$ cat config.mk
export PLATFORM = sky130hd
export DESIGN_NAME = adc_sampler
export DESIGN_NICKNAME = d
export VERILOG_FILES = /design/src/rtl/adc_sampler_pkg.sv /design/src/rtl/adc_sampler_fifo.sv /design/src/rtl/adc_sampler.sv
export SDC_FILE = /design/constraint.sdc
export NUM_CORES = 1
export LEC_CHECK = 0
export ABC_AREA = 1
export CORE_ASPECT_RATIO = 1.1
export CORE_MARGIN = 10
export CORE_UTILIZATION = 23
export CTS_BUF_LIST = sky130_fd_sc_hd__clkbuf_8
export CTS_CLUSTER_DIAMETER = 30
export DETAILED_ROUTE_END_ITERATION = 10
export SLEW_MARGIN = 40
export SYNTH_ARGS = -nofsm -noshare
export SYNTH_HDL_FRONTEND = slang
export SYNTH_SLANG_ARGS = --single-unit
$ cat constraint.sdc
create_clock -name clk -period 3.4 [get_ports clk]
set_clock_uncertainty 0.15 [all_clocks]
set_input_delay 0.51 -clock clk [delete_from_list [all_inputs] [get_ports clk]]
set_output_delay 0.51 -clock clk [all_outputs]
set_load 0.05 [all_outputs]
$ cat src/rtl/adc_sampler_pkg.sv
// Shared types and constants for the ADC sampler.
// FSM encodings, converter width/offset and sample conversion helper.
package adc_sampler_pkg;

  localparam int ADC_WIDTH  = 10;
  localparam int ADC_OFFSET = 512;

  typedef enum logic [1:0] {
    S_IDLE = 2'd0,
    S_WAIT = 2'd1,
    S_CONV = 2'd2
  } state_e;

  // Offset-binary to two's complement; equals {~raw[9], raw[8:0]}.
  function automatic logic [ADC_WIDTH-1:0] to_signed(
    input logic [ADC_WIDTH-1:0] raw
  );
    return raw - ADC_WIDTH'(ADC_OFFSET);
  endfunction

endpackage

$ cat src/rtl/adc_sampler_fifo.sv
// sample_fifo: synchronous FIFO with flop storage and occupancy count.
// Ports: clk, rst_n, push_i/data_i, pop_i, data_o (head), full_o, empty_o, level_o.
module sample_fifo #(
  parameter int FIFO_DEPTH = 16,
  parameter int WIDTH      = 10
) (
  input  logic                       clk,
  input  logic                       rst_n,
  input  logic                       push_i,
  input  logic [WIDTH-1:0]           data_i,
  input  logic                       pop_i,
  output logic [WIDTH-1:0]           data_o,
  output logic                       full_o,
  output logic                       empty_o,
  output logic [$clog2(FIFO_DEPTH):0] level_o
);

  localparam int AW = $clog2(FIFO_DEPTH);
  localparam logic [AW:0]   FULL_LVL = (AW+1)'(FIFO_DEPTH);
  localparam logic [AW:0]   L_ONE    = (AW+1)'(1);
  localparam logic [AW-1:0] P_ONE    = AW'(1);

  logic [WIDTH-1:0] mem_q [FIFO_DEPTH];
  logic [AW-1:0]    wr_q;
  logic [AW-1:0]    rd_q;
  logic [AW:0]      level_q;
  logic [AW:0]      level_d;
  logic             do_push;
  logic             do_pop;

  assign full_o  = (level_q == FULL_LVL);
  assign empty_o = (level_q == '0);
  assign do_pop  = pop_i & ~empty_o;
  // A pop in the same cycle frees the slot being written.
  assign do_push = push_i & (~full_o | do_pop);

  always_comb begin
    level_d = level_q;
    unique case ({do_push, do_pop})
      2'b10:   level_d = level_q + L_ONE;
      2'b01:   level_d = level_q - L_ONE;
      default: level_d = level_q;
    endcase
  end

  always_ff @(posedge clk or negedge rst_n) begin
    if (!rst_n) begin
      wr_q    <= '0;
      rd_q    <= '0;
      level_q <= '0;
      for (int i = 0; i < FIFO_DEPTH; i++) begin
        mem_q[i] <= '0;
      end
    end else begin
      if (do_push) begin
        mem_q[wr_q] <= data_i;
        wr_q        <= wr_q + P_ONE;
      end
      if (do_pop) begin
        rd_q <= rd_q + P_ONE;
      end
      level_q <= level_d;
    end
  end

  assign data_o  = mem_q[rd_q];
  assign level_o = level_q;

endmodule

$ cat src/rtl/adc_sampler.sv
// adc_sampler: periodic SPI-ADC trigger, sample capture and stream FIFO.
// Ports: clk/rst_n, run, adc_enable/adc_clear_available, adc_data/adc_available,
// m_data/m_valid/m_ready, fifo_level, overrun/overrun_clr.
// Optional ADC_SAMPLER_OVERRUN_CNT_EN adds a saturating overrun_cnt output.
module adc_sampler
  import adc_sampler_pkg::*;
#(
  parameter int CLK_FREQ    = 27_000_000,
  parameter int SAMPLE_FREQ = 45_000,
  parameter int FIFO_DEPTH  = 16
) (
  input  logic                        clk,
  input  logic                        rst_n,
  input  logic                        run,
  output logic                        adc_enable,
  output logic                        adc_clear_available,
  input  logic [ADC_WIDTH-1:0]        adc_data,
  input  logic                        adc_available,
  output logic [ADC_WIDTH-1:0]        m_data,
  output logic                        m_valid,
  input  logic                        m_ready,
  output logic [$clog2(FIFO_DEPTH):0] fifo_level,
  input  logic                        overrun_clr,
`ifdef ADC_SAMPLER_OVERRUN_CNT_EN
  output logic [15:0]                 overrun_cnt,
`endif
  output logic                        overrun
);

  localparam int PERIOD = CLK_FREQ / SAMPLE_FREQ;
  localparam int CW     = $clog2(PERIOD);
  localparam logic [CW-1:0] LAST  = CW'(PERIOD - 1);
  localparam logic [CW-1:0] C_ONE = CW'(1);

  state_e         state_q;
  state_e         state_d;
  logic [CW-1:0]  cnt_q;
  logic [CW-1:0]  cnt_d;
  logic [1:0]     age_q;
  logic [1:0]     age_d;
  logic           overrun_q;
  logic           overrun_d;
  logic           tick;
  logic           push;
  logic           tick_ovr;
  logic           drop;
  logic           fifo_full;
  logic           fifo_empty;

  assign tick = run & (cnt_q == LAST);

  always_comb begin
    cnt_d = cnt_q + C_ONE;
    if (!run || tick) begin
      cnt_d = '0;
    end
  end

  always_comb begin
    state_d             = state_q;
    age_d               = age_q;
    adc_enable          = 1'b0;
    adc_clear_available = 1'b0;
    push                = 1'b0;
    tick_ovr            = 1'b0;
    unique case (state_q)
      S_IDLE: begin
        if (run) state_d = S_WAIT;
      end
      S_WAIT: begin
        if (!run) begin
          state_d = S_IDLE;
        end else if (tick) begin
          state_d             = S_CONV;
          adc_enable          = 1'b1;
          adc_clear_available = 1'b1;
          age_d               = '0;
        end
      end
      S_CONV: begin
        tick_ovr = tick;
        // The available flag may still be stale for two cycles
        // while the converter processes the clear.
        if (age_q != 2'd2) age_d = age_q + 2'd1;
        if (age_q == 2'd2 && adc_available) begin
          push    = 1'b1;
          state_d = run ? S_WAIT : S_IDLE;
        end
      end
      default: state_d = S_IDLE;
    endcase
  end

  assign drop      = push & fifo_full & ~m_ready;
  assign overrun_d = (overrun_q & ~overrun_clr) | tick_ovr | drop;

  always_ff @(posedge clk or negedge rst_n) begin
    if (!rst_n) begin
      state_q   <= S_IDLE;
      cnt_q     <= '0;
      age_q     <= '0;
      overrun_q <= 1'b0;
    end else begin
      state_q   <= state_d;
      cnt_q     <= cnt_d;
      age_q     <= age_d;
      overrun_q <= overrun_d;
    end
  end

  assign overrun = overrun_q;

`ifdef ADC_SAMPLER_OVERRUN_CNT_EN
  logic [15:0] ocnt_q;
  logic [15:0] ocnt_d;
  logic [16:0] ocnt_sum;

  always_comb begin
    ocnt_sum = {1'b0, (overrun_clr ? 16'd0 : ocnt_q)}
             + 17'(tick_ovr) + 17'(drop);
    ocnt_d   = ocnt_sum[16] ? 16'hFFFF : ocnt_sum[15:0];
  end

  always_ff @(posedge clk or negedge rst_n) begin
    if (!rst_n) ocnt_q <= '0;
    else        ocnt_q <= ocnt_d;
  end

  assign overrun_cnt = ocnt_q;
`endif

  sample_fifo #(
    .FIFO_DEPTH(FIFO_DEPTH),
    .WIDTH     (ADC_WIDTH)
  ) u_fifo (
    .clk    (clk),
    .rst_n  (rst_n),
    .push_i (push),
    .data_i (to_signed(adc_data)),
    .pop_i  (m_ready),
    .data_o (m_data),
    .full_o (fifo_full),
    .empty_o(fifo_empty),
    .level_o(fifo_level)
  );

  assign m_valid = ~fifo_empty;

endmodule

==> After elaboration in Yosys (flattened, before gate mapping) <==
Cells that the tools add are included.
{ "totals": {"out_inout_bits": 19, "ram_bits": 0, "ff_bits": 188, "rom_bits": 0, "input_bits": 16, "wordCells": 96, "memories": 0, "latchBits": 0} }
{ "classes": {"addsub": 7, "mux": 24, "shifts": 0, "n_mul": 0, "bitwise_logic": 15, "div": 0, "n_eq_ne": 14, "reduce_logical": 10, "order_cmp": 3} }
{ "op_table": {"columns": ["op", "count"], "rows": [
  ["bitwise mux 160 bit", 1],
  ["binary-select mux 10 bit (select 4 bit)", 1],
  ["demux 10 bit (select 4 bit)", 1],
  ["two-way mux 10 bit", 4],
  ["two-way mux 2 bit", 7],
  ["inequality test 2 bit (second input constant)", 6],
  ["adder 10 x 1 -> 10 bit (second input constant)", 1],
  ["== test 10 bit (second input constant)", 1],
  [">= comparator 5 bit (second input constant)", 2],
  ["inverter 4 -> 5 bit", 2],
  ["one-hot mux 5 bit (2 select lines)", 1],
  ["subtractor 10 bit (second input constant)", 1],
  ["adder 4 x 1 -> 4 bit (second input constant)", 2],
  ["two-way mux 1 bit", 7],
  ["bitwise AND 1 bit", 6],
  ["== test 2 bit (second input constant)", 3],
  ["one-hot mux 2 bit (3 select lines)", 1],
  ["adder 5 x 1 -> 5 bit (second input constant)", 1],
  ["== test 5 bit (second input constant)", 1],
  ["zero test 5 bit", 1],
  ["less-than comparator 5 x 1 -> 1 bit (second input constant)", 1],
  ["subtractor 5 x 1 -> 5 bit (second input constant)", 1],
  ["== test 2 x 1 -> 1 bit (second input constant)", 2],
  ["inverter 1 bit", 4],
  ["other kinds (11)", 15]
]} }

==> Longest topological paths before layout <==
Gate-level depths: netlist (run 1).
{ "logic_depth": {"depth_word": 7, "ltp_mapped": 14, "ltp_nobuf": 13} }

==> Modules after synthesis <==
From an unflattened synthesis (run 1), not the netlist that was laid out.
{ "unflattened": {"hier_cells": 1442, "area_unflattened_um2": 10465.0} }
{ "modules_own_cells": {"columns": ["mod", "area_per_inst_um2", "seq_area_each_um2", "instances", "cells_per_inst"], "rows": [
  ["sample_fifo", 9658.0, 4329.2, 1, 1335],
  ["adc_sampler", 807.0, 375.4, 1, 107]
]} }

==> Worst setup path before layout (run 1) <==
No wires, ideal clock.
{ "synth_path": {"kind": "flip-flop to flip-flop", "from": "reg u_fifo.level_q[0] (netlist: u_fifo.level_o[0])", "to": "reg u_fifo.level_q[4] (netlist: u_fifo.level_o[4])", "setup_slack_ps": 545, "required_time_ps": 3132, "t_arrival_ps": 2587, "synth_period_minus_slack_ps": 2855, "stages_incl_launch_ff": 13, "cell_sequence": "dfrtp_1 > nor2_1 > nand3b_1 > nand2_1 > inv_1 > ha_1 > ha_1 > a21oi_1 > nand2_1 > nand2_1 > nand2_1 > nand2_1 > nand2_1"} }
{ "synth_via": {"elab_chain_cells": 7, "elab_cells_between_ends": 13, "classes_between": "add/sub: 2; eq/ne: 3; mux: 1; bitwise: 5; reduce/logical: 2"} }
{ "synth_rtl": {"columns": ["item", "line", "source"], "rows": [
  ["from (decl)", "adc_sampler_fifo.sv:26", "logic [AW:0] level_q;"],
  ["from (signal assigned)", "adc_sampler_fifo.sv:62", "level_q <= level_d;"],
  ["zero test 5 bit *", "adc_sampler_fifo.sv:32", "assign empty_o = (level_q == '0);"],
  ["inverter 1 bit *", null, null],
  ["via m_valid", "adc_sampler.sv:20", "output logic m_valid,"],
  ["bitwise AND 1 bit *", "adc_sampler_fifo.sv:33", "assign do_pop = pop_i & ~empty_o;"],
  ["via u_fifo.do_pop", "adc_sampler_fifo.sv:29", "logic do_pop;"],
  ["OR 1 bit", "adc_sampler_fifo.sv:35", "assign do_push = push_i & (~full_o | do_pop);"],
  ["bitwise AND 1 bit", "adc_sampler_fifo.sv:35", null],
  ["== test 2 x 1 -> 1 bit or == test 2 bit (tied branches)", "adc_sampler_fifo.sv:39", "unique case ({do_push, do_pop})"],
  ["one-hot mux 5 bit (2 select lines) or nonzero test 2 bit (tied branches)", null, null]
]} }
The timed path passes the listed nets; every way through them passes the cells marked *.
A chain may end at the register's enable or synchronous reset.

==> Final worst setup path (run 1) <==
{ "layout_path": {"from": "reg u_fifo.rd_q[0]", "to": "out m_data[7]"} }
{ "layout_via": {"elab_chain_cells": 4} }
{ "layout_rtl": {"columns": ["item", "line", "source"], "rows": [
  ["from (decl)", "adc_sampler_fifo.sv:25", "logic [AW-1:0] rd_q;"],
  ["from (signal assigned)", "adc_sampler_fifo.sv:60", "rd_q <= rd_q + P_ONE;"],
  ["inverter 4 -> 5 bit (not written as such)", "adc_sampler_fifo.sv:66", "assign data_o = mem_q[rd_q];"],
  ["binary-select mux 10 bit (select 4 bit)", "adc_sampler_fifo.sv:66", null],
  ["two-way mux 10 bit (not written as such) (2 in a row)", "adc_sampler_fifo.sv:66", null],
  ["to (decl)", "adc_sampler.sv:19", "output logic [ADC_WIDTH-1:0] m_data,"]
]} }
No other way between the ends. The select of a mux whose other input is x is not followed.

==> results.sh, run 1 <==
export IMPL_status="complete, no violations"
export IMPL_post_cts_buffers=0
export IMPL_crit_chain="inv_2, buf_4, nand2_1, nand2_1, nand2_1, nand3_1, nand3_1, nand2_1, buf_4"
export IMPL_fill_cells=4879
export IMPL_synthArstFlopShare=1.00
export IMPL_drt_wl_total_microns=31700
export IMPL_synth_distinct_cells=23
export IMPL_timing_final_crit_share=0.900
export IMPL_grt_pass1_wl_microns=50600
export IMPL_rsz0062_at_grt="no"
export IMPL_drtIter0Drc=971
export IMPL_clkSlewWorstSetupHoldPaths_ns=0.10
export IMPL_utilization=0.264
export IMPL_die_y_microns=243
export IMPL_path_buf_inv=3
export IMPL_ys_warn_count=0
export IMPL_route_detailed_drc=0
export IMPL_core_area_sq_um=44700
export IMPL_clk_latency_ns=0.48
export IMPL_p_leak_nw=6.01
export IMPL_synth_area_per_cell_sq_um=7.25
export IMPL_fmax_mhz=327
export IMPL_track_usage=0.115
export IMPL_htreeDepth=4
export IMPL_grt_pass1_vias=9166
export IMPL_worst_slew_pin_slew_ns=0.817
export IMPL_grt_max_degree=132
export IMPL_setup_tns_ns=0
export IMPL_synth_edf_count=0
export IMPL_synthTopCellsByCount="586 x nand2_1, 188 x dfrtp_1, 168 x nand4_1"
export IMPL_detail_route_antenna_nets=0
export IMPL_peakVddDrop_uv=238
export IMPL_syn_num_nets=1468
export IMPL_dp_hpwl_microns=20000
export IMPL_overflow=0
export IMPL_crit_top_cell="nand2_1"
export IMPL_power_density_nw_per_um2=322
export IMPL_port_buffers=34
export IMPL_synth_largest_area_cell="dfrtp_1"
export IMPL_cpPeakStageDelay_ns=0.43
export IMPL_die_area_sq_um=54300
export IMPL_cts_tree="yes"
export IMPL_cts_sinks=188
export IMPL_hold_violations=0
export IMPL_cp_max_fo=42
export IMPL_worstSetupPathType="register to primary output"
export IMPL_cts_made_buffers=17
export IMPL_synthFlopType="dfrtp_1"
export IMPL_setup_viol=0
export IMPL_clock_path_buffers=2
export IMPL_initial_core_util=0.234
export IMPL_area_growth_pct=12.8
export IMPL_ys_seq_elements=188
export IMPL_synth_area_leaders="dfrtp_1 45%, nand2_1 21%, nand4_1 10%, nand3_1 6.7%, inv_1 5.6%"
export IMPL_holdCritPathClass="register to register"
export IMPL_netlist_area_sq_um=10400
export IMPL_end_kind="primary output"
export IMPL_clock_root_buffer="clkbuf_8"
export IMPL_viasPerCell=4.66
export IMPL_crit_path_start_kind="register"
export IMPL_antenna_found_initial=1
export IMPL_yosysTopAreaCellShare=0.451
export IMPL_die_w_microns=223
export IMPL_place_gp_congestion=0.860
export IMPL_vias=9496
export IMPL_row_count=81
export IMPL_yosysSeqAreaShare=0.451
export IMPL_drt_first_pass_iters=7
export IMPL_nets=1471
export IMPL_io_pins=35
export IMPL_finalCriticalPeriod_ns=3.06
export IMPL_crit_arrival_ns=2.40
export IMPL_maxSlewHeadroom=0.452
export IMPL_slowest_stage="dfrtp_2"
export IMPL_yosysMostFrequentCell="nand2_1"
export IMPL_post_cts_resized=0
export IMPL_final_layout_size_suffix_gt1_frac=0.0810
export IMPL_cap_violations=0
export IMPL_netlist_instances=1440
export IMPL_wire_per_inst_microns=15.6
export IMPL_drv_slew=0
export IMPL_critPathTopFamily="buffers and inverters"
export IMPL_worstPathRequired_ns=2.74
sequential cells by signal, indices dropped and copies added (netlist names):
register        cells
age_q               2
u_fifo.wr_q         4
overrun             1
cnt_q              10
state_q             2
u_fifo.level_o      5
u_fifo.rd_q         4
u_fifo.mem_q      160
cell type report:
| cell class | count | area [sq um] | area share |
|---|---|---|---|
| tap | 581 | 727 | 0.0617 |
| clock inverter | 14 | 97.6 | 0.00828 |
| antenna | 1 | 2.50 | 0.000212 |
| sequential | 188 | 4710 | 0.399 |
| clock buffer | 18 | 248 | 0.0210 |
| multi-input combinational | 986 | 4600 | 0.390 |
| timing repair buffer | 93 | 816 | 0.0692 |
| inverter | 157 | 589 | 0.0500 |
cell usage in the layout (no fill, tap or decap), types with 2 or more instances in the layout:
| cell | count |
|---|---|
| a21oi_1 | 4 |
| buf_12 | 4 |
| buf_4 | 64 |
| clkbuf_8 | 18 |
| clkdlybuf4s50_1 | 23 |
| clkinv_2 | 2 |
| clkinv_4 | 2 |
| clkinvlp_4 | 4 |
| dfrtp_1 | 187 |
| ha_1 | 11 |
| inv_1 | 157 |
| inv_2 | 2 |
| inv_6 | 2 |
| nand2_1 | 586 |
| nand3_1 | 139 |
| nand3_2 | 16 |
| nand4_1 | 168 |
| nor2_1 | 41 |
| nor3_1 | 2 |
| o21ai_0 | 4 |
| xnor2_1 | 2 |
| xor2_1 | 9 |
per-stage QoR:
stage	total power [mW]	hold slack [ns]	instances	cell area [sq um]	setup WS [ns]
floorplan	2.33	0.0644	1440	10400	0.545
global placement	2.44	0.303	2004	11400	0.386
detailed placement	2.44	0.308	2004	11400	0.331
CTS	3.83	0.331	2037	11800	0.291
global route	3.93	0.347	2038	11800	0.170
finish	3.79	0.329	2038	11800	0.339
layer usage:
metal	part of all wire	vias up	global-route usage
met5	0	-	0
met4	0.038	0	0.0593
met3	0.044	43	0.0150
met2	0.48	262	0.184
met1	0.44	4584	0.149
li1	-	4607	-
power by group:
group          switching (mW)  internal (mW)  total (mW)  leakage (nW)
clock                   0.871          0.526        1.40         0.177
combinational           0.114         0.0342       0.149          3.24
sequential            0.00611           2.24        2.24          2.59
total                   0.991           2.80        3.79          6.01
path summary, 6_finish.rpt:
check / from / to / slack (ns) / depth (start not counted)
hold reg to reg: u_fifo.mem_q[113]$_DFFE_PN0P_ / u_fifo.mem_q[113]$_DFFE_PN0P_ / 0.33 / 2
max in group asynchronous: rst_n / u_fifo.mem_q[20]$_DFFE_PN0P_ / 1.80 / 3
hold / removal: u_fifo.mem_q[113]$_DFFE_PN0P_ / u_fifo.mem_q[113]$_DFFE_PN0P_ / 0.33 / 2
min in group asynchronous: rst_n / u_fifo.mem_q[16]$_DFFE_PN0P_ / 0.53 / 2
setup reg to reg: age_q[0]$_DFFE_PN0P_ / u_fifo.level_o[4]$_DFFE_PN0P_ / 0.70 / 13
setup / recovery: u_fifo.rd_q[0]$_DFFE_PN0P_ / m_data[7] / 0.34 / 9
tightest hold or removal path, cell delays in order (launching register included):
cell     delay [ns]
dfrtp_1        0.36
nand2_1        0.05
nand2_1        0.05
kinds of logic after synthesis:
group	count (synthesis)	share of synthesized area
flip-flops	188	0.451
AND/OR/NAND/NOR	954	0.411
buffers and inverters	266	0.110
AO/OA/AOI/OAI	9	0.00467
adder cells (fa/ha/maj)	12	0.0151
XOR/XNOR	11	0.00923
repair_timing:
item	CTS	global route
endpoints found under the setup margin	0	0
hold buffers	1	0
endpoints found under the hold margin	82	0
(Power assumes the default switching activity.)
==> run 2: changes to the inputs <==
--- a/config.mk
+++ b/config.mk
@@ -7,11 +7,12 @@
 export LEC_CHECK = 0
 export ABC_AREA = 1
 export CORE_ASPECT_RATIO = 1.1
-export CORE_MARGIN = 10
+export CORE_MARGIN = 3
 export CORE_UTILIZATION = 23
 export CTS_BUF_LIST = sky130_fd_sc_hd__clkbuf_8
 export CTS_CLUSTER_DIAMETER = 30
 export DETAILED_ROUTE_END_ITERATION = 10
+export RECOVER_POWER = 50
 export SLEW_MARGIN = 40
 export SYNTH_ARGS = -nofsm -noshare
 export SYNTH_HDL_FRONTEND = slang
==> run 2 against run 1 <==
  * The run now ends with max-capacitance violations, max-slew violations left
  * Sequential power barely moved
  * Die area fell by 12%
  * Hold slack got worse by 0.0016 ns
  * Via count barely moved
  * Clock-buffer cell count did not move
  * Critical path type unchanged
  * Critical endpoint unchanged
==> results.sh, run 2 (same netlist as run 1, synthesis figures left out) <==
export IMPL_status="complete, but fails checks"
export IMPL_violations="max-capacitance violations, max-slew violations"
export IMPL_grt_max_degree=163
export IMPL_grt_pass1_vias=8980
export IMPL_layout_common_cells="586 x nand2_1, 187 x dfrtp_1, 168 x nand4_1"
export IMPL_initial_core_util=0.234
export IMPL_cpPeakStageDelay_ns=0.58
export IMPL_cts_tree="yes"
export IMPL_dp_hpwl_microns=19500
export IMPL_core_area_sq_um=44700
export IMPL_clk_latency_ns=0.47
export IMPL_cap_violations=1
export IMPL_grt_use_met3=0.0196
export IMPL_worstPathRequired_ns=2.74
export IMPL_hold_buffers=1
export IMPL_final_cells=2018
export IMPL_finalCriticalPeriod_ns=3.12
export IMPL_largest_register_ffs=160
export IMPL_antenna_found_initial=1
export IMPL_place_gp_congestion=0.894
export IMPL_cts_sinks=188
export IMPL_post_cts_resized=0
export IMPL_power_density_nw_per_um2=337
export IMPL_final_setup_worst_slack_ns=0.282
export IMPL_cp_max_fo=57
export IMPL_setup_tns_ns=0
export IMPL_peakVddDrop_uv=217
export IMPL_fill_cells=4870
export IMPL_worstSetupPathType="register to primary output"
export IMPL_io_pins=35
export IMPL_detail_route_antenna_nets=0
export IMPL_crit_chain="inv_2, buf_12, nand2_1, nand2_1, nand2_1, nand3_1, nand3_1, nand2_1, buf_4"
export IMPL_postLayoutCellArea_sq_um=11700
export IMPL_dp_worst_setup_slack_ns=0.400
export IMPL_clkSlewWorstSetupHoldPaths_ns=0.11
export IMPL_hold_violations=0
export IMPL_nets=1451
export IMPL_area_growth_pct=11.9
export IMPL_port_buffers=34
export IMPL_fmax_mhz=321
export IMPL_gr_usage_met1=0.173
export IMPL_track_usage=0.129
export IMPL_drt_wl_total_microns=31300
export IMPL_overflow=0
export IMPL_route_detailed_drc=0
export IMPL_drtIter0Drc=932
export IMPL_final_common_cell="nand2_1"
export IMPL_cts_made_buffers=17
export IMPL_grt_use_met2=0.210
export IMPL_regMostFlops="u_fifo.mem_q"
export IMPL_top_usage_layer="met2"
export IMPL_timing_final_crit_share=0.917
export IMPL_die_area_sq_um=48000
export IMPL_holdCritPathClass="register to register"
export IMPL_clock_path_buffers=2
export IMPL_place_area_sq_um=11300
export IMPL_critPathTopFamily="simple AND/OR/NAND/NOR gates"
export IMPL_crit_top_cell="nand2_1"
export IMPL_row_count=81
export IMPL_end_kind="primary output"
export IMPL_worst_slew_pin_slew_ns=2.11
export IMPL_finalPower_mw=3.94
export IMPL_clock_root_buffer="clkbuf_8"
export IMPL_die_y_microns=229
export IMPL_crit_arrival_ns=2.46
export IMPL_setup_viol=0
export IMPL_rsz0062_at_grt="no"
export IMPL_dp_cells=1984
export IMPL_final_layout_size_suffix_gt1_frac=0.0710
export IMPL_drt_first_pass_iters=6
export IMPL_viasPerCell=4.71
export IMPL_path_buf_inv=3
export IMPL_die_w_microns=209
export IMPL_wire_per_inst_microns=15.5
export IMPL_crit_path_start_kind="register"
export IMPL_p_leak_nw=5.95
export IMPL_post_cts_buffers=0
export IMPL_slowest_stage="dfrtp_2"
export IMPL_drv_slew=79
export IMPL_htreeDepth=4
export IMPL_grt_pass1_wl_microns=49900
export IMPL_vias=9497
export IMPL_maxSlewHeadroom=-0.406
## run 2: changes by cell type in the layout (fill, tap and decap cells not counted), sizes merged
cell and change:
clkinvlp -2, bufinv +1, clkbuf +1, buf -20, clkinv +1, clkdlybuf4s50 -1
## run 2: tightest hold or removal path: cells and delay by family (launching register included)
kind | cells | cell delay (ns)
flip-flops | 1 | 0.36
AND/OR/NAND/NOR | 2 | 0.09
## run 2: area by class of cell
class	instances	area [sq um]	share of cell area
well taps	581	727	0.0622
diodes	1	2.50	0.000214
clock inverters	14	153	0.0131
clock buffers	18	248	0.0212
multi-input cells	986	4600	0.393
inverters	157	589	0.0504
repair buffers	73	667	0.0571
flip-flops and latches	188	4710	0.403
## run 2: where the power goes
part / switching, mW / leakage [nW] / internal (mW)
registers: 0.00595 / 2.59 / 2.24
clock network: 0.926 / 0.198 / 0.628
logic: 0.111 / 3.16 / 0.0298
## run 2: worst paths after layout
kind	start	end	slack (ns)	cells past startpoint
worst max-delay path	u_fifo.rd_q[0]$_DFFE_PN0P_	m_data[7]	0.28	9
min in group asynchronous	rst_n	u_fifo.mem_q[33]$_DFFE_PN0P_	1.03	2
worst min-delay path	u_fifo.mem_q[33]$_DFFE_PN0P_	u_fifo.mem_q[33]$_DFFE_PN0P_	0.33	2
worst max register to register	age_q[0]$_DFFE_PN0P_	u_fifo.level_o[4]$_DFFE_PN0P_	0.75	13
max in group asynchronous	rst_n	u_fifo.mem_q[64]$_DFFE_PN0P_	0.57	3
worst min register to register	u_fifo.mem_q[33]$_DFFE_PN0P_	u_fifo.mem_q[33]$_DFFE_PN0P_	0.33	2
## run 2: metal layers
metal,vias up,routed length (microns)
met5,-,0
met4,0,839
met3,42,1450
met2,290,15300
met1,4597,13800
li1,4568,-
## run 2: through the flow
step                      hold WS (ns)  utilization
final                            0.328        0.262
after global routing             0.345        0.262
after CTS                        0.332        0.262
after detailed placement         0.308        0.253
after global placement           0.303        0.253
after floorplan                 0.0644            -
==> run 3: changes to the inputs <==
--- a/config.mk
+++ b/config.mk
@@ -7,7 +7,7 @@
 export LEC_CHECK = 0
 export ABC_AREA = 1
 export CORE_ASPECT_RATIO = 1.1
-export CORE_MARGIN = 3
+export CORE_MARGIN = 2
 export CORE_UTILIZATION = 23
 export CTS_BUF_LIST = sky130_fd_sc_hd__clkbuf_8
 export CTS_CLUSTER_DIAMETER = 30
==> run 3 against run 2 <==
  * The flow still finishes with violations (max-capacitance violations, max-slew violations)
  * Core utilization up 0.26 points
  * Sequential power about the same
  * Clock-buffer cell count increased by 1
  * Non-clock buffer count grew 14
  * Highest routed layer unchanged
==> results.sh, run 3 (same netlist as run 1, synthesis figures left out) <==
export IMPL_final_common_cell="nand2_1"
export IMPL_cts_made_buffers=17
export IMPL_track_usage=0.136
export IMPL_timing_final_crit_share=0.933
export IMPL_gr_usage_met1=0.176
export IMPL_power_density_nw_per_um2=338
export IMPL_drtIter0Drc=933
export IMPL_slowest_stage="dfrtp_2"
export IMPL_die_y_microns=227
export IMPL_clock_path_buffers=2
export IMPL_crit_path_start_kind="register"
export IMPL_cts_tree="yes"
export IMPL_regMostFlops="u_fifo.mem_q"
export IMPL_area_growth_pct=13.0
export IMPL_whs_ns=0.329
export IMPL_regArea_sq_um=4710
export IMPL_core_area_sq_um=44700
export IMPL_hold_buffers=1
export IMPL_path_buf_inv=3
export IMPL_wire_per_inst_microns=15.5
export IMPL_overflow=0
export IMPL_grt_max_degree=132
export IMPL_route_detailed_drc=0
export IMPL_violations="max-capacitance violations, max-slew violations"
export IMPL_cts_sinks=188
export IMPL_worstSetupPathType="register to primary output"
export IMPL_peakVddDrop_uv=223
export IMPL_largest_register_ffs=160
export IMPL_viasPerCell=4.69
export IMPL_cap_violations=1
export IMPL_nets=1465
export IMPL_hold_violations=0
export IMPL_fmax_mhz=315
export IMPL_initial_core_util=0.234
export IMPL_layout_common_cells="586 x nand2_1, 187 x dfrtp_1, 168 x nand4_1"
export IMPL_setup_viol=0
export IMPL_crit_arrival_ns=2.51
export IMPL_multiInputGateArea_sq_um=4590
export IMPL_post_cts_resized=0
export IMPL_grt_use_met2=0.224
export IMPL_drv_slew=66
export IMPL_die_w_microns=207
export IMPL_finalCriticalPeriod_ns=3.17
export IMPL_clock_root_buffer="clkbuf_8"
export IMPL_htreeDepth=4
export IMPL_crit_top_cell="nand3_1"
export IMPL_rsz0062_at_grt="no"
export IMPL_clkSlewWorstSetupHoldPaths_ns=0.10
export IMPL_cp_max_fo=24
export IMPL_finalPower_mw=3.99
export IMPL_grt_use_met3=0.0199
export IMPL_crit_chain="inv_2, buf_4, nand2_1, nand3_1, nand3_1, nand3_1, nand2_1, buf_4"
export IMPL_top_usage_layer="met2"
export IMPL_drt_wl_total_microns=31400
export IMPL_io_pins=35
export IMPL_end_kind="primary output"
export IMPL_holdCritPathClass="register to register"
export IMPL_dp_hpwl_microns=19900
export IMPL_detail_route_antenna_nets=0
export IMPL_place_gp_congestion=0.861
export IMPL_antenna_found_initial=1
export IMPL_clk_latency_ns=0.48
export IMPL_drt_first_pass_iters=6
export IMPL_grt_pass1_wl_microns=50800
export IMPL_maxSlewHeadroom=-0.154
export IMPL_row_count=81
export IMPL_p_leak_nw=6.02
export IMPL_setup_tns_ns=0
export IMPL_cpPeakStageDelay_ns=0.44
export IMPL_status="complete, but fails checks"
export IMPL_critPathTopFamily="buffers and inverters"
export IMPL_vias=9529
export IMPL_worst_slew_pin_slew_ns=1.73
export IMPL_grt_pass1_vias=9039
export IMPL_final_layout_size_suffix_gt1_frac=0.0793
export IMPL_fill_cells=4891
export IMPL_post_cts_buffers=0
export IMPL_port_buffers=34
export IMPL_die_area_sq_um=47100
export IMPL_worstPathRequired_ns=2.74
[run 3: power breakdown]
group	switching, mW	leakage [nW]	internal, mW
Combinational	0.112	3.21	0.0304
Sequential	0.00515	2.59	2.24
Clock	0.889	0.216	0.715
Total	1.01	6.02	2.98
[run 3: final cells by class]
type | instances | share of cell area
Inverter | 157 | 0.0499
Antenna cell | 1 | 0.000212
Tap cell | 581 | 0.0616
Timing Repair Buffer | 87 | 0.0658
Clock inverter | 13 | 0.0130
Sequential cell | 188 | 0.399
Multi-Input combinational cell | 986 | 0.389
Clock buffer | 19 | 0.0222
[run 3: path summary, 6_finish.rpt]
kind                                              startpoint                            end  slack, ns  cells after the start
min in group asynchronous                              rst_n   u_fifo.mem_q[64]$_DFFE_PN0P_       0.87                      2
worst min register to register  u_fifo.mem_q[80]$_DFFE_PN0P_   u_fifo.mem_q[80]$_DFFE_PN0P_       0.33                      2
worst min-delay path            u_fifo.mem_q[80]$_DFFE_PN0P_   u_fifo.mem_q[80]$_DFFE_PN0P_       0.33                      2
worst max-delay path              u_fifo.rd_q[0]$_DFFE_PN0P_                      m_data[0]       0.23                      8
worst max register to register          age_q[0]$_DFFE_PN0P_  u_fifo.level_o[4]$_DFFE_PN0P_       0.43                     13
max in group asynchronous                              rst_n     u_fifo.rd_q[0]$_DFFE_PN0P_       0.58                      3
[run 3: worst register-to-register path: stages (launching register included)]
cell     delay (ns)
dfrtp_1        0.39
inv_1          0.08
ha_1           0.18
nand2_1        0.10
nor3_1         0.51
nand2_1        0.30
ha_1           0.35
ha_1           0.36
a21oi_1        0.19
nand2_1        0.07
nand2_1        0.06
nand2_1        0.05
nand2_1        0.05
nand2_1        0.04
[run 3: routing by layer]
metal,vias up,wire [microns]
met5,-,0
met4,0,1270
met1,4582,13700
li1,4604,-
met3,72,1430
met2,271,15000
[run 3: through the flow]
step	area, sq um	setup slack [ns]	cells	util
4_1_cts	11800	0.232	2031	0.265
2_1_floorplan	10400	0.545	1440	-
6_report	11800	0.229	2032	0.264
3_5_place_dp	11400	0.471	1998	0.255
3_3_place_gp	11400	0.470	1998	0.255
5_1_grt	11800	0.109	2032	0.264
